File: config.mk
export PLATFORM = sky130hd
export DESIGN_NAME = ysyx_23060236_rd_xbar
export DESIGN_NICKNAME = d
export VERILOG_FILES = /design/src/rtl/ysyx_23060236_rd_xbar_pkg.sv /design/src/rtl/ysyx_23060236_rd_xbar_dec.sv /design/src/rtl/ysyx_23060236_rd_xbar.sv
export SDC_FILE = /design/constraint.sdc
export NUM_CORES = 1
export LEC_CHECK = 0
export ABC_AREA = 1
export CORE_MARGIN = 5
export CORE_UTILIZATION = 32
export CTS_BUF_LIST = sky130_fd_sc_hd__clkbuf_2
export CTS_CLUSTER_DIAMETER = 100
export DETAILED_ROUTE_END_ITERATION = 10
export GPL_ROUTABILITY_DRIVEN = 0
export HOLD_SLACK_MARGIN = 0.1
export PLACE_DENSITY = 0.86
export SETUP_SLACK_MARGIN = 0.02
export SLEW_MARGIN = 20
export SYNTH_ARGS = -nofsm -noshare
export SYNTH_HDL_FRONTEND = slang
export SYNTH_HIERARCHICAL = 1
export SYNTH_SLANG_ARGS = --single-unit
File: constraint.sdc
create_clock -name clock -period 1.8 [get_ports clock]
set_input_delay 0.36 -clock clock [delete_from_list [all_inputs] [get_ports clock]]
set_output_delay 0.36 -clock clock [all_outputs]
set_load 0.01 [all_outputs]
File: src/rtl/ysyx_23060236_rd_xbar_pkg.sv
// Shared types and constants for the single-master AXI-lite read crossbar:
// FSM states, slave select, RRESP codes and the default address windows.
package ysyx_23060236_rd_xbar_pkg;

  typedef enum logic [1:0] {
    ST_IDLE = 2'd0,
    ST_AR   = 2'd1,
    ST_R    = 2'd2,
    ST_ERR  = 2'd3
  } state_t;

  typedef enum logic {
    SEL_MEM   = 1'b0,
    SEL_CLINT = 1'b1
  } sel_t;

  localparam logic [1:0] RESP_OKAY   = 2'b00;
  localparam logic [1:0] RESP_DECERR = 2'b11;

  localparam logic [31:0] DEF_CLINT_BASE = 32'h0200_0000;
  localparam logic [31:0] DEF_CLINT_MASK = 32'hFFFF_0000;
  localparam logic [31:0] DEF_MEM_BASE   = 32'h8000_0000;
  localparam logic [31:0] DEF_MEM_MASK   = 32'hF800_0000;

  // A window matches when the masked address equals its base.
  function automatic logic win_hit(input logic [31:0] addr,
                                   input logic [31:0] base,
                                   input logic [31:0] mask);
    return (addr & mask) == base;
  endfunction

endpackage

File: src/rtl/ysyx_23060236_rd_xbar_dec.sv
// Combinational address decoder: reports which slave windows an address falls in.
// Both hits may be set at once; the crossbar resolves priority.
module ysyx_23060236_rd_xbar_dec
  import ysyx_23060236_rd_xbar_pkg::*;
#(
  parameter logic [31:0] CLINT_BASE = DEF_CLINT_BASE,
  parameter logic [31:0] CLINT_MASK = DEF_CLINT_MASK,
  parameter logic [31:0] MEM_BASE   = DEF_MEM_BASE,
  parameter logic [31:0] MEM_MASK   = DEF_MEM_MASK
) (
  input  logic [31:0] addr,
  output logic        hit_clint,
  output logic        hit_mem
);

  assign hit_clint = win_hit(addr, CLINT_BASE, CLINT_MASK);
  assign hit_mem   = win_hit(addr, MEM_BASE, MEM_MASK);

endmodule

File: src/rtl/ysyx_23060236_rd_xbar.sv
// Single-master AXI-lite read crossbar routing one outstanding LSU read to the
// CLINT or the memory port, answering unmapped addresses with DECERR.
module ysyx_23060236_rd_xbar
  import ysyx_23060236_rd_xbar_pkg::*;
#(
  parameter logic [31:0] CLINT_BASE = DEF_CLINT_BASE,
  parameter logic [31:0] CLINT_MASK = DEF_CLINT_MASK,
  parameter logic [31:0] MEM_BASE   = DEF_MEM_BASE,
  parameter logic [31:0] MEM_MASK   = DEF_MEM_MASK
) (
  input  logic        clock,
  input  logic        reset,
  input  logic [31:0] araddr,
  input  logic        arvalid,
  output logic        arready,
  output logic [31:0] rdata,
  output logic [1:0]  rresp,
  output logic        rvalid,
  input  logic        rready,
  output logic [31:0] clint_araddr,
  output logic        clint_arvalid,
  input  logic        clint_arready,
  input  logic [31:0] clint_rdata,
  input  logic [1:0]  clint_rresp,
  input  logic        clint_rvalid,
  output logic        clint_rready,
  output logic [31:0] mem_araddr,
  output logic        mem_arvalid,
  input  logic        mem_arready,
  input  logic [31:0] mem_rdata,
  input  logic [1:0]  mem_rresp,
  input  logic        mem_rvalid,
  output logic        mem_rready
);

  state_t      state;
  state_t      state_nx;
  logic [31:0] addr_q;
  sel_t        sel_q;
  logic        hit_clint;
  logic        hit_mem;
  logic        sel_clint;
  logic        sel_arready;
  logic        sel_rvalid;
  logic [31:0] sel_rdata;
  logic [1:0]  sel_rresp;

  ysyx_23060236_rd_xbar_dec #(
    .CLINT_BASE(CLINT_BASE),
    .CLINT_MASK(CLINT_MASK),
    .MEM_BASE  (MEM_BASE),
    .MEM_MASK  (MEM_MASK)
  ) u_dec (
    .addr     (araddr),
    .hit_clint(hit_clint),
    .hit_mem  (hit_mem)
  );

  // The address is captured even for unmapped reads; sel_q keeps its old value then.
  always_ff @(posedge clock or negedge reset) begin
    if (!reset) begin
      state  <= ST_IDLE;
      addr_q <= '0;
      sel_q  <= SEL_MEM;
    end else begin
      state <= state_nx;
      if (state == ST_IDLE && arvalid) begin
        addr_q <= araddr;
        if (hit_clint) begin
          sel_q <= SEL_CLINT;
        end else if (hit_mem) begin
          sel_q <= SEL_MEM;
        end
      end
    end
  end

  assign sel_clint = (sel_q == SEL_CLINT);

  always_comb begin
    sel_arready = mem_arready;
    sel_rvalid  = mem_rvalid;
    sel_rdata   = mem_rdata;
    sel_rresp   = mem_rresp;
    if (sel_clint) begin
      sel_arready = clint_arready;
      sel_rvalid  = clint_rvalid;
      sel_rdata   = clint_rdata;
      sel_rresp   = clint_rresp;
    end
  end

  assign clint_araddr = addr_q;
  assign mem_araddr   = addr_q;

  // CLINT wins when both windows match.
  always_comb begin
    state_nx      = state;
    arready       = 1'b0;
    rvalid        = 1'b0;
    rdata         = '0;
    rresp         = RESP_OKAY;
    clint_arvalid = 1'b0;
    mem_arvalid   = 1'b0;
    clint_rready  = 1'b0;
    mem_rready    = 1'b0;
    case (state)
      ST_IDLE: begin
        arready = 1'b1;
        if (arvalid) begin
          state_nx = (hit_clint || hit_mem) ? ST_AR : ST_ERR;
        end
      end
      ST_AR: begin
        clint_arvalid = sel_clint;
        mem_arvalid   = !sel_clint;
        if (sel_arready) begin
          state_nx = ST_R;
        end
      end
      ST_R: begin
        rvalid       = sel_rvalid;
        rdata        = sel_rdata;
        rresp        = sel_rresp;
        clint_rready = sel_clint && rready;
        mem_rready   = !sel_clint && rready;
        if (sel_rvalid && rready) begin
          state_nx = ST_IDLE;
        end
      end
      ST_ERR: begin
        rvalid = 1'b1;
        rresp  = RESP_DECERR;
        if (rready) begin
          state_nx = ST_IDLE;
        end
      end
      default: state_nx = ST_IDLE;
    endcase
  end

endmodule

== After elaboration in Yosys (flattened, before gate mapping) ==
Index checks and enable logic that the tools add are counted.

* Output and inout bits: 104
* Input port bits: 108
* Word-level logic and storage cells: 42
* Flip-flop bits (word level): 35

* Mux-type cells: 20
* Eq/ne operators: 9
* Reduce and logical (&&, ||, !) cells: 10

{| class="wikitable"
|+ Operators with widths
! kind !! count
|-
| $mux 32 || 2
|-
| $eq 16x10->1 const B || 1
|-
| $mux 2 || 6
|-
| $mux 1 || 9
|-
| $ne 2x2->1 const B || 4
|-
| $pmux 2 s4 || 1
|-
| $eq 5x5->1 const B || 1
|-
| $eq 2x2->1 const B || 2
|-
| $logic_and 1x1->1 || 4
|-
| $pmux 2 s2 || 1
|-
| $reduce_and 4->1 || 1
|-
| $eq 2x1->1 const B || 1
|-
| $logic_not 2->1 || 1
|-
| $pmux 1 s2 || 1
|-
| $reduce_and 2->1 || 1
|-
| $reduce_bool 2->1 || 1
|-
| $logic_not 1->1 || 1
|-
| $logic_or 1x1->1 || 1
|}

== Longest topological paths before layout ==
Gate-level depths: netlist of run 1.

* Word-level depth: 5
* Gate-level depth with buffers: 10
* Gate-level depth less buffers: 10

== Cells and area by module ==
The synthesis of run 1 kept the hierarchy.

{| class="wikitable"
|+ Modules (own cells, without submodules)
! module !! cells each !! sequential area each (µm²) !! instances !! area an instance (µm²)
|-
| ysyx_23060236_rd_xbar || 257 || 875.8 || 1 || 2277.2
|-
| ysyx_23060236_rd_xbar_dec || 32 || 0.0 || 1 || 121.4
|}

== Worst setup path after synthesis of run 1 ==
Ideal clock, no wire load.

* Kind: reg-to-output
* Start: register sel_q (netlist: sel_clint)
* End: output rdata[23]
* Path buffers: 2
* Data arrival time: 1.173 ns
* Required time: 1.440 ns
* Cell stages (with the launch flop): 6
* Slack: 0.267 ns
* Cell sequence: dfrtp_1 -> inv_1 -> buf_2 -> buf_1 -> nand2_1 -> a21oi_1

* Word-level cells in the longest chain between the ends: 2

{| class="wikitable"
|+ RTL lines
! element !! line !! source
|-
| start: declaration || ysyx_23060236_rd_xbar.sv:39 || <nowiki>sel_t sel_q;</nowiki>
|-
| start signal: assignment || ysyx_23060236_rd_xbar.sv:64 || <nowiki>sel_q <= SEL_MEM;</nowiki>
|-
| start signal: assignment || ysyx_23060236_rd_xbar.sv:70 || <nowiki>sel_q <= SEL_CLINT;</nowiki>
|-
| start signal: assignment || ysyx_23060236_rd_xbar.sv:72 || <nowiki>sel_q <= SEL_MEM;</nowiki>
|-
| $mux 32 || ysyx_23060236_rd_xbar.sv:85 || <nowiki>if (sel_clint) begin</nowiki>
|-
| $mux 32 || ysyx_23060236_rd_xbar.sv:107 || <nowiki>case (state)</nowiki>
|-
| end: declaration || ysyx_23060236_rd_xbar.sv:16 || <nowiki>output logic [31:0] rdata,</nowiki>
|}

No other way between the ends.

== Final worst setup path of run 1 ==
* Start: register state[0]
* End: output rdata[9]

* Word-level cells in the longest chain between the ends: 2

{| class="wikitable"
|+ RTL lines
! element !! line !! source
|-
| start: declaration || ysyx_23060236_rd_xbar.sv:36 || <nowiki>state_t state;</nowiki>
|-
| start signal: assignment || ysyx_23060236_rd_xbar.sv:66 || <nowiki>state <= state_nx;</nowiki>
|-
| $eq 2x2->1 || ysyx_23060236_rd_xbar.sv:107 ||
|-
| $mux 32 || ysyx_23060236_rd_xbar.sv:107 ||
|}

No other way between the ends.

==> results of run 1 <==
how the worst min path moves through the flow:
stage / start / depth (start not counted) / slack, ns / to
2_1_floorplan: reset / 0 / 0.06 / clint_araddr[0]$_DFFE_PN0P_
3_3_place_gp: reset / 1 / 0.31 / clint_araddr[14]$_DFFE_PN0P_
3_5_place_dp: reset / 1 / 0.32 / clint_araddr[2]$_DFFE_PN0P_
4_1_cts: reset / 2 / 0.39 / clint_araddr[2]$_DFFE_PN0P_
5_1_grt: reset / 2 / 0.42 / clint_araddr[14]$_DFFE_PN0P_
6_report: reset / 2 / 0.42 / clint_araddr[14]$_DFFE_PN0P_
sequential cells by signal, summed over array words and instances (netlist names):
register      flops
sel_clint         1
state             2
clint_araddr     32
power by group:
group	leakage, µW	switching (µW)	total, µW	internal (µW)
logic	0.00225	1930	4770	2840
registers	0.000415	327	1500	1180
clock network	0.0000288	274	363	89.1
total	0.00269	2530	6630	4100
area by class of cell:
cell class / instances / area share (%)
multi-input combinational: 183 / 25.9
tap: 99 / 2.49
clock buffer: 5 / 0.504
sequential: 35 / 17.6
timing repair buffer: 257 / 51.2
inverter: 25 / 1.99
clock inverter: 2 / 0.277
per-layer routing:
metal,GRT usage (%),up-vias,part of all wire (%)
li1,-,1315,-
met1,19.5,1340,33
met2,37.9,159,51
met3,6.66,30,11
met4,11.3,0,5.1
met5,0,-,0
placed cells by master (no fill, tap or decap), drive strengths merged:
master / synthesis / layout
o21ai: 1 / 1
nand4: 1 / 1
a21oi: 37 / 37
nand3: 6 / 6
mux2: 32 / 32
clkdlybuf4s50: 0 / 130
dlymetal6s2s: 0 / 40
dfrtp: 35 / 35
nor3: 2 / 2
inv: 25 / 25
nor2: 12 / 12
nand2: 92 / 92
dlygate4sd3: 0 / 1
clkbuf: 4 / 6
clkinv: 0 / 2
buf: 42 / 85
kinds of logic (layout without fill, tap and decap cells):
family,Yosys count,count (layout),share of synthesized area (%)
compound gates,38,38,7.93
buf+inv,71,289,17.3
flops,35,35,36.5
mux,32,32,19.4
simple gates,113,113,18.8
metrics by stage:
stage	cells	TNS, ns	setup WS [ns]	power [µW]	area [µm²]
detailed placement	573	-6.25	-0.275	5950	4530
floorplan	289	0	0.267	3710	2400
global placement	573	-5.95	-0.267	5850	4530
finish	606	-1.85	-0.0926	6630	4970
CTS	588	-1.71	-0.159	6410	4620
global route	606	-4.76	-0.164	6970	4970
timing repair:
item / 4_1_cts / 5_1_grt
setup endpoints to repair: 40 / 88
hold buffers: 1 / 0
gates cloned: 2 / 1
hold endpoints to repair: 17 / 0
gates resized for setup: 200 / 77
pin swaps: 4 / 13
setup buffers: 5 / 18
worst max-delay path: stages (launching register included):
cell     delay [ns]
dfrtp_1        0.46
nor2_4         0.16
inv_4          0.09
buf_12         0.16
a21oi_2        0.14
buf_2          0.16
==> out/results.tsv, run 1 <==
stage	metric	value	unit
outcome	outcome	complete, but fails checks	
outcome	violations	negative setup slack	
layout	multi_input_area	1290	µm²
synth	ys_top_cells_by_count	nand2_1, a21oi_1, dfrtp_1	
sta	fin_crit	1.89	ns
worst_setup_path	critical_path_class	register to output port	
layout	syn_to_final_growth	107	%
floorplan	dieArea	9330	µm²
cts	cts-root-buf	clkbuf_2	
layout	fillers	555	
synth	async_flop_share	100	%
synth	synth_area	2400	µm²
place	dpl.hpwl	7990	µm
sta	hold_viol	0	
worst_setup_path	cp-start-kind	register	
synth	yosysUniqueCellTypes	19	
synth	synth_cells	289	
power	leakagePower	0.00269	µW
cts	clk_pin_slew	0.18	ns
synth	ys.warnings.count	6	
synth	yosysSeqAreaShare	36.5	%
cts	cts_max_level	2	
global_route	grt_pass1_wl	14500	µm
sta	fmax	528	MHz
worst_setup_path	crit_path_end_kind	output port	
run	maxCapViolCount	0	
detailed_routing	wire_per_inst	18.0	µm
worst_setup_path	r2r-end	clint_araddr[17]$_DFFE_PN0P_	
layout	fin_nets	615	
sta	worst_slack	-0.0926	ns
worst_setup_path	path_max_fanout	11	
floorplan	die_x	96.6	µm
sta	skew	0.00958	ns
detailed_routing	num_vias	2844	
global_route	grt_antenna_before_repair	0	
synth	synth-main-ff-cell	dfrtp_1	
detailed_routing	firstDrtPassIters	4	
global_route	overflow	0	
cts	cts_tree	yes	
detailed_routing	totalWireLength	10900	µm
global_route	grt_max_degree	22	
sta	hold_ws	0.418	ns
power	peakVddDrop	0.000905	V
layout	num_antenna_cells	0	
detailed_routing	drc	0	
worst_setup_path	r2r_start	state[0]$_DFFE_PN0P_	
synth	synth_nets	397	
synth	syn_area_per_cell	8.30	µm²
floorplan	fp-row-count	31	
sta	rsz0062_at_grt	yes	
synth	synth.top_cell.area_share	36.5	%
floorplan	start_util	32.9	%
worst_setup_path	worstPathRequired	1.44	ns
global_route	grt_usage	20.4	%
detailed_routing	drt_iter0_drc	105	
sta	slew_headroom	72.4	%
cts	clockBufferDepth	2	
worst_setup_path	rr_worst_depth	6	
cts	cts_made_buffers	5	
worst_setup_path	crit_start	state[0]$_DFFE_PN0P_	
layout	fin_util	68.1	%
sta	worstMarginPinSlew	0.414	ns
worst_setup_path	reg2reg_slack	0.22	ns
power	pwr_density_cell	1340	nW/µm²
detailed_routing	detail_route.vias_per_cell	4.69	
synth	yosysTopAreaCell	dfrtp_1	
place	port-buffer-count	211	
floorplan	die_h	96.6	µm
worst_setup_path	crit_arrival	1.53	ns
floorplan	fp.coreArea	7290	µm²
layout	drive_above_1_share	34.9	%
layout	seqCellArea	876	µm²
sta	min_period_over_period	105	%
synth	synth-seq-cells	35	
detailed_routing	ant_nets	0	
synth	synth_top_cells_by_area	dfrtp_1, mux2_4, nand2_1	
floorplan	ios	212	
sta	setup_viol	36	
sta	drv_slew	0	
cts	clkSinkCount	35	
cts	clk_latency	0.37	ns
global_route	grt_pass1_vias	2968	
worst_hold_path	hold_class	input pin to asynchronous set/reset pin	
synth	synth_edf_count	0	
worst_setup_path	cp-endpoint	rdata[9]	
synth	synth_most_common_cell	nand2_1	
Power figures use the tool's default switching activity.
==> run 2, diff against run 1 <==
clock period = 1.9 ns   (was 1.8 ns; I/O delays follow)
==> run 2 against run 1 <==
Against the previous run: the run still ends with negative setup slack left; clock skew rose by 0.018 ns; die area did not move; combinational power fell by 8.6%; total power fell by 7.0%; cell area fell by 4.4%; sequential share of layout area rose by 0.84 points; wire length fell by 0.84%; critical path type unchanged; critical endpoint is now rvalid.
==> out/results.tsv, run 2 (synthesized netlist as in run 1, its figures left out) <==
stage	metric	value	unit	change
floorplan	die_h	96.6	µm	unchanged
place	place_area	4460	µm²	was 4530 µm²
power	p_sw	2450	µW	was 2530 µW
sta	hold_viol	0		unchanged
power	combPwrFrac	70.8	%	was 71.8%
detailed_routing	ant_nets	0		unchanged
layout	seqCellArea	877	µm²	was 876 µm²
power	p_total	6170	µW	was 6630 µW
floorplan	die_x	96.6	µm	unchanged
outcome	outcome	complete, but fails checks		unchanged
cts	cts-root-buf	clkbuf_2		unchanged
sta	rsz0062_at_grt	yes		unchanged
detailed_routing	num_vias	2729		was 2844
sta	fin_crit	1.91	ns	
cts	clk_pin_slew	0.20	ns	was 0.18 ns
detailed_routing	drc	0		unchanged
layout	fillers	571		was 555
floorplan	fp.coreArea	7290	µm²	unchanged
worst_setup_path	crit_path_end_kind	output port		unchanged
floorplan	dieArea	9330	µm²	unchanged
detailed_routing	totalWireLength	10800	µm	was 10900 µm
cts	clk_latency	0.38	ns	was 0.37 ns
global_route	overflow	0		unchanged
cts	clockBufferDepth	2		unchanged
layout	largest_register_ffs	32		unchanged
worst_hold_path	hold_class	input pin to asynchronous set/reset pin		unchanged
outcome	violations	negative setup slack		unchanged
detailed_routing	wire_per_inst	18.4	µm	was 18.0 µm
layout	multi_input_area	1310	µm²	was 1290 µm²
global_route	grt_usage	20.7	%	was 20.4%
worst_setup_path	path_max_fanout	8		was 11
sta	slew_headroom	86.6	%	was 72.4%
layout	fin_nets	595		was 615
cts	clkSinkCount	35		unchanged
sta	worstMarginPinSlew	0.200	ns	was 0.414 ns
detailed_routing	detail_route.vias_per_cell	4.66		was 4.69
sta	min_period_over_period	100	%	
worst_setup_path	crit_start	sel_clint$_DFFE_PN0P_		was state[0]$_DFFE_PN0P_
sta	drv_slew	0		unchanged
layout	design_area	4750	µm²	was 4970 µm²
detailed_routing	firstDrtPassIters	4		unchanged
worst_setup_path	cp-start-kind	register		unchanged
global_route	grt_max_degree	36		was 22
run	maxCapViolCount	0		unchanged
layout	syn_to_final_growth	97.9	%	was 107%
sta	fmax	524	MHz	
power	internal_power	3720	µW	was 4100 µW
place	port-buffer-count	211		unchanged
power	leakagePower	0.00220	µW	was 0.00269 µW
layout	final_cell_mix	clkdlybuf4s50_1, nand2_1, dfrtp_1, buf_2, a21oi_2		was clkdlybuf4s50_1, nand2_1, dlymetal6s2s_1
place	pre_cts_ws	-0.224	ns	was -0.275 ns
global_route	grt_antenna_before_repair	0		unchanged
global_route	grt_pass1_vias	2922		was 2968
floorplan	fp-row-count	31		unchanged
place	dpl.hpwl	7970	µm	was 7990 µm
cts	cts_made_buffers	5		unchanged
cts	cts_max_level	2		unchanged
sta	setup_viol	1		was 36
layout	num_antenna_cells	0		unchanged
power	power.clock.fraction	5.6	%	was 5.5%
power	pwr_density_cell	1300	nW/µm²	was 1340 nW/µm²
power	peakVddDrop	0.000874	V	was 0.000905 V
worst_setup_path	r2r_start	state[0]$_DFFE_PN0P_		unchanged
worst_setup_path	critical_path_class	register to output port		unchanged
cts	cts_tree	yes		unchanged
worst_setup_path	worstPathRequired	1.52	ns	was 1.44 ns
worst_setup_path	crit_arrival	1.53	ns	about the same
power	p_sw_share	39.7	%	was 38.1%
layout	fin_util	65.1	%	was 68.1%
layout	drive_above_1_share	32.2	%	was 34.9%
power	pwr-share-seq	23.6	%	was 22.7%
sta	worst_slack	-0.00813	ns	was -0.0926 ns
detailed_routing	drt_iter0_drc	82		was 105
floorplan	start_util	32.9	%	unchanged
global_route	grt_pass1_wl	14700	µm	was 14500 µm
layout	mostFrequentLayoutCell	clkdlybuf4s50_1		unchanged
sta	skew	0.0279	ns	was 0.00958 ns
floorplan	ios	212		unchanged
-- run 2: changes by cell type in the layout (fill, tap and decap cells not counted), sizes merged --
cell           before  now
clkbuf              6    7
clkdlybuf4s15       0    1
inv                25   27
clkdlybuf4s50     130  170
buf                85   60
dlymetal6s2s       40    0
clkinv              2    3
-- run 2: path summary, 6_finish.rpt --
check / cells past startpoint / to / slack (ns)
min: 3 / clint_araddr[14]$_DFFE_PN0P_ / 0.45
max reg2reg: 5 / clint_araddr[25]$_DFFE_PN0P_ / 0.46
max: 6 / rvalid / -0.008
min in group clock: 1 / clint_araddr[1]$_DFFE_PN0P_ / 0.56
min reg2reg: 1 / clint_araddr[1]$_DFFE_PN0P_ / 0.56
max in group asynchronous: 3 / sel_clint$_DFFE_PN0P_ / 1.22
-- run 2: final cells by class --
cell class	count	share of cell area, %
clock buffers	5	0.527
flip-flops and latches	35	18.5
multi-input cells	183	27.5
repair buffers	234	47.5
inverters	25	2.29
repair inverters	3	0.764
well taps	99	2.61
clock inverters	2	0.290
-- run 2: metal layers --
| layer | vias up | global-route usage, % | part of all wire (%) |
|---|---|---|---|
| met3 | 31 | 7.28 | 9.9 |
| li1 | 1282 | - | - |
| met4 | 0 | 10.5 | 5.5 |
| met1 | 1269 | 20.3 | 34 |
| met5 | - | 0 | 0 |
| met2 | 147 | 38.0 | 51 |
-- run 2: stage by stage --
stage               hold WS (ns)  setup TNS [ns]  cells
finish                     0.451        -0.00813    586
detailed placement         0.361           -4.12    567
global route               0.462           -1.30    586
CTS                        0.435         -0.0103    579
floorplan                 0.0844               0    289
global placement           0.351           -3.82    567
-- run 2: timing repair --
action,CTS,global route
pin swaps,1,6
setup endpoints to repair,40,37
cloned,2,3
endpoints found under the hold margin,35,0
setup buffers,3,4
resized for setup,200,48
hold buffers,1,0
-- run 2: power groups by stage --
stage | Combinational, µW | Clock, µW | Sequential, µW
after floorplan | 1940 | 0 | 1580
after global placement | 3990 | 0 | 1440
after detailed placement | 4080 | 0 | 1460
after CTS | 4100 | 360 | 1460
after global routing | 4580 | 395 | 1520
final | 4360 | 345 | 1460
-- run 2: worst max-delay path: stages (launching register included) --
cell and delay [ns]:
dfrtp_2 0.46, clkinv_4 0.11, buf_12 0.15, nand2_4 0.06, nand2_2 0.06, a21oi_2 0.17
buf_2 0.17
==> run 3, diff against run 2 <==
==> constraint.sdc (replaced) <==
create_clock -name clock -period 1.9 [get_ports clock]
set_input_delay 0.285 -clock clock [delete_from_list [all_inputs] [get_ports clock]]
set_output_delay 0.285 -clock clock [all_outputs]
set_load 0.01 [all_outputs]
==> run 3 against run 2 <==
Against the previous run: the run now ends clean; cell count decreased by 1.7%; clock power is 47% higher; total power fell by 4.0%; worst hold slack improved by 0.022 ns; critical path type unchanged; critical endpoint is now rdata[0]; largest cell class unchanged.
==> out/results.tsv, run 3 (synthesized netlist as in run 1, its figures left out) <==
stage	metric	value	unit	change
worst_setup_path	cp-start-kind	register		unchanged
detailed_routing	wire_per_inst	17.0	µm	was 18.4 µm
sta	min_period_over_period	95.8	%	was 100%
layout	num_antenna_cells	0		unchanged
layout	mostFrequentLayoutCell	clkdlybuf4s50_1		unchanged
layout	largest_register_ffs	32		unchanged
power	internal_power	3700	µW	was 3720 µW
global_route	grt_usage	19.8	%	was 20.7%
floorplan	fp-row-count	31		unchanged
place	dpl.hpwl	7820	µm	was 7970 µm
detailed_routing	drt_iter0_drc	90		was 82
floorplan	ios	212		unchanged
sta	setup_viol	0		was 1
detailed_routing	ant_nets	0		unchanged
cts	cts_made_buffers	5		unchanged
sta	drv_slew	0		unchanged
cts	cts-root-buf	clkbuf_2		unchanged
worst_setup_path	path_cells	clkinv_4, buf_6, nand2_1, a21oi_2, clkdlybuf4s15_2		was clkinv_4, buf_12, nand2_4, nand2_2, a21oi_2, buf_2
worst_setup_path	cp_top_family	flip-flops		unchanged
worst_setup_path	reg2reg_slack	0.45	ns	was 0.46 ns
layout	syn_to_final_growth	86.3	%	was 97.9%
floorplan	die_h	96.6	µm	unchanged
power	p_total	5920	µW	was 6170 µW
sta	fin_crit	1.82	ns	was 1.91 ns
cts	clkSinkCount	35		unchanged
layout	fin_cells	576		was 586
worst_setup_path	crit_path_end_kind	output port		unchanged
power	leakagePower	0.00213	µW	was 0.00220 µW
power	peakVddDrop	0.000894	V	was 0.000874 V
floorplan	die_x	96.6	µm	unchanged
detailed_routing	drc	0		unchanged
detailed_routing	detail_route.vias_per_cell	4.56		was 4.66
detailed_routing	firstDrtPassIters	4		unchanged
outcome	outcome	completed		was complete, but fails checks
worst_setup_path	critical_path_class	register to output port		unchanged
global_route	overflow	0		unchanged
detailed_routing	totalWireLength	9770	µm	was 10800 µm
global_route	grt_pass1_vias	2796		was 2922
power	p_sw	2220	µW	was 2450 µW
sta	hold_viol	0		unchanged
sta	worstMarginPinSlew	0.785	ns	was 0.200 ns
power	pwr-share-seq	24.4	%	was 23.6%
layout	fin_nets	584		was 595
global_route	grt_max_degree	40		was 36
layout	drive_above_1_share	24.5	%	was 32.2%
sta	rsz0062_at_grt	yes		unchanged
floorplan	fp.coreArea	7290	µm²	unchanged
cts	clk_pin_slew	0.22	ns	was 0.20 ns
worst_setup_path	path_max_fanout	9		was 8
sta	fmax	549	MHz	was 524 MHz
power	combPwrFrac	67.1	%	was 70.8%
worst_setup_path	critical_path_buf_inv_count	3		unchanged
power	pwr_density_cell	1320	nW/µm²	was 1300 nW/µm²
cts	cts_tree	yes		unchanged
power	power.clock.fraction	8.6	%	was 5.6%
sta	slew_headroom	47.7	%	was 86.6%
cts	clockBufferDepth	2		unchanged
worst_setup_path	crit_path_max_incr_delay	0.48	ns	was 0.46 ns
cts	cts_max_level	2		unchanged
power	p_sw_share	37.6	%	was 39.7%
run	maxCapViolCount	0		unchanged
worst_setup_path	cp_slowest_cell	dfrtp_2		unchanged
floorplan	dieArea	9330	µm²	unchanged
place	port-buffer-count	211		unchanged
place	place_area	4430	µm²	was 4460 µm²
global_route	grt_antenna_before_repair	0		unchanged
global_route	grt_pass1_wl	14000	µm	was 14700 µm
layout	final_cell_mix	clkdlybuf4s50_1, nand2_1, dfrtp_1		was clkdlybuf4s50_1, nand2_1, dfrtp_1, buf_2, a21oi_2
floorplan	start_util	32.9	%	unchanged
worst_setup_path	worstPathRequired	1.62	ns	was 1.52 ns
detailed_routing	num_vias	2624		was 2729
sta	skew	0.0263	ns	was 0.0279 ns
sta	tns	0	ns	was -0.00813 ns
cts	clk_latency	0.40	ns	was 0.38 ns
place	dp_cells	563		was 567
worst_hold_path	hold_class	input pin to register		was input pin to asynchronous set/reset pin
worst_setup_path	crit_arrival	1.54	ns	was 1.53 ns
layout	design_area	4470	µm²	was 4750 µm²
## run 3: cell count changes in the layout (fill, tap and decap cells not counted), sizes merged
cell	before	now
clkdlybuf4s15	1	2
inv	27	24
bufinv	0	2
clkbuf	7	10
dlygate4sd2	0	1
buf	60	46
## run 3: per-stage QoR
step | utilization (%) | worst slack, ns | hold slack [ns]
2_1_floorplan | - | 0.442 | -0.0106
3_3_place_gp | 60.8 | -0.0896 | 0.393
3_5_place_dp | 60.8 | -0.113 | 0.416
4_1_cts | 61.6 | 0.00793 | 0.457
5_1_grt | 61.3 | -0.0117 | 0.429
6_report | 61.3 | 0.0793 | 0.473
## run 3: worst reg2reg max path: stages, from the launching register on
cell and delay [ns]:
dfrtp_1 0.43, buf_4 0.16, nor2_4 0.17, nand2_4 0.11
buf_12 0.18, mux2_4 0.30
## run 3: cell type report
type	count	area (µm²)
Inverter	25	113
Clock inverter	3	43.8
Timing Repair Buffer	225	2110
Tap cell	99	124
Fill cell	634	2820
Multi-Input combinational cell	183	1160
Sequential cell	35	877
Clock buffer	5	25.0
Timing Repair inverter	1	8.76
## run 3: power by group through the flow
stage | registers, µW | clock network (µW) | logic (µW)
global route | 1510 | 551 | 4210
global placement | 1430 | 0 | 3990
finish | 1440 | 508 | 3970
floorplan | 1580 | 0 | 1940
detailed placement | 1450 | 0 | 4070
CTS | 1450 | 521 | 4010
## run 3: timing repair
item	4_1_cts	5_1_grt
cloned	2	0
hold endpoints to repair	35	0
setup buffers	1	1
resized for setup	147	34
setup endpoints to repair	40	35
hold buffers	1	0
pin swaps	0	1
## run 3: path summary, 6_finish.rpt
| kind | cells after the start | to | start |
|---|---|---|---|
| setup / recovery | 5 | rdata[0] | sel_clint$_DFFE_PN0P_ |
| min in group asynchronous | 2 | clint_araddr[9]$_DFFE_PN0P_ | reset |
| max in group asynchronous | 2 | sel_clint$_DFFE_PN0P_ | reset |
| hold reg to reg | 1 | clint_araddr[3]$_DFFE_PN0P_ | clint_araddr[3]$_DFFE_PN0P_ |
| hold / removal | 2 | clint_araddr[8]$_DFFE_PN0P_ | araddr[8] |
| setup reg to reg | 5 | clint_araddr[25]$_DFFE_PN0P_ | state[1]$_DFFE_PN0P_ |
## run 3: routing by layer
metal | up-vias | GRT usage, % | share of wire, %
met3 | 18 | 7.05 | 13
li1 | 1260 | - | -
met1 | 1207 | 19.1 | 32
met4 | 0 | 7.24 | 3.3
met2 | 139 | 38.2 | 52
met5 | - | 0 | 0
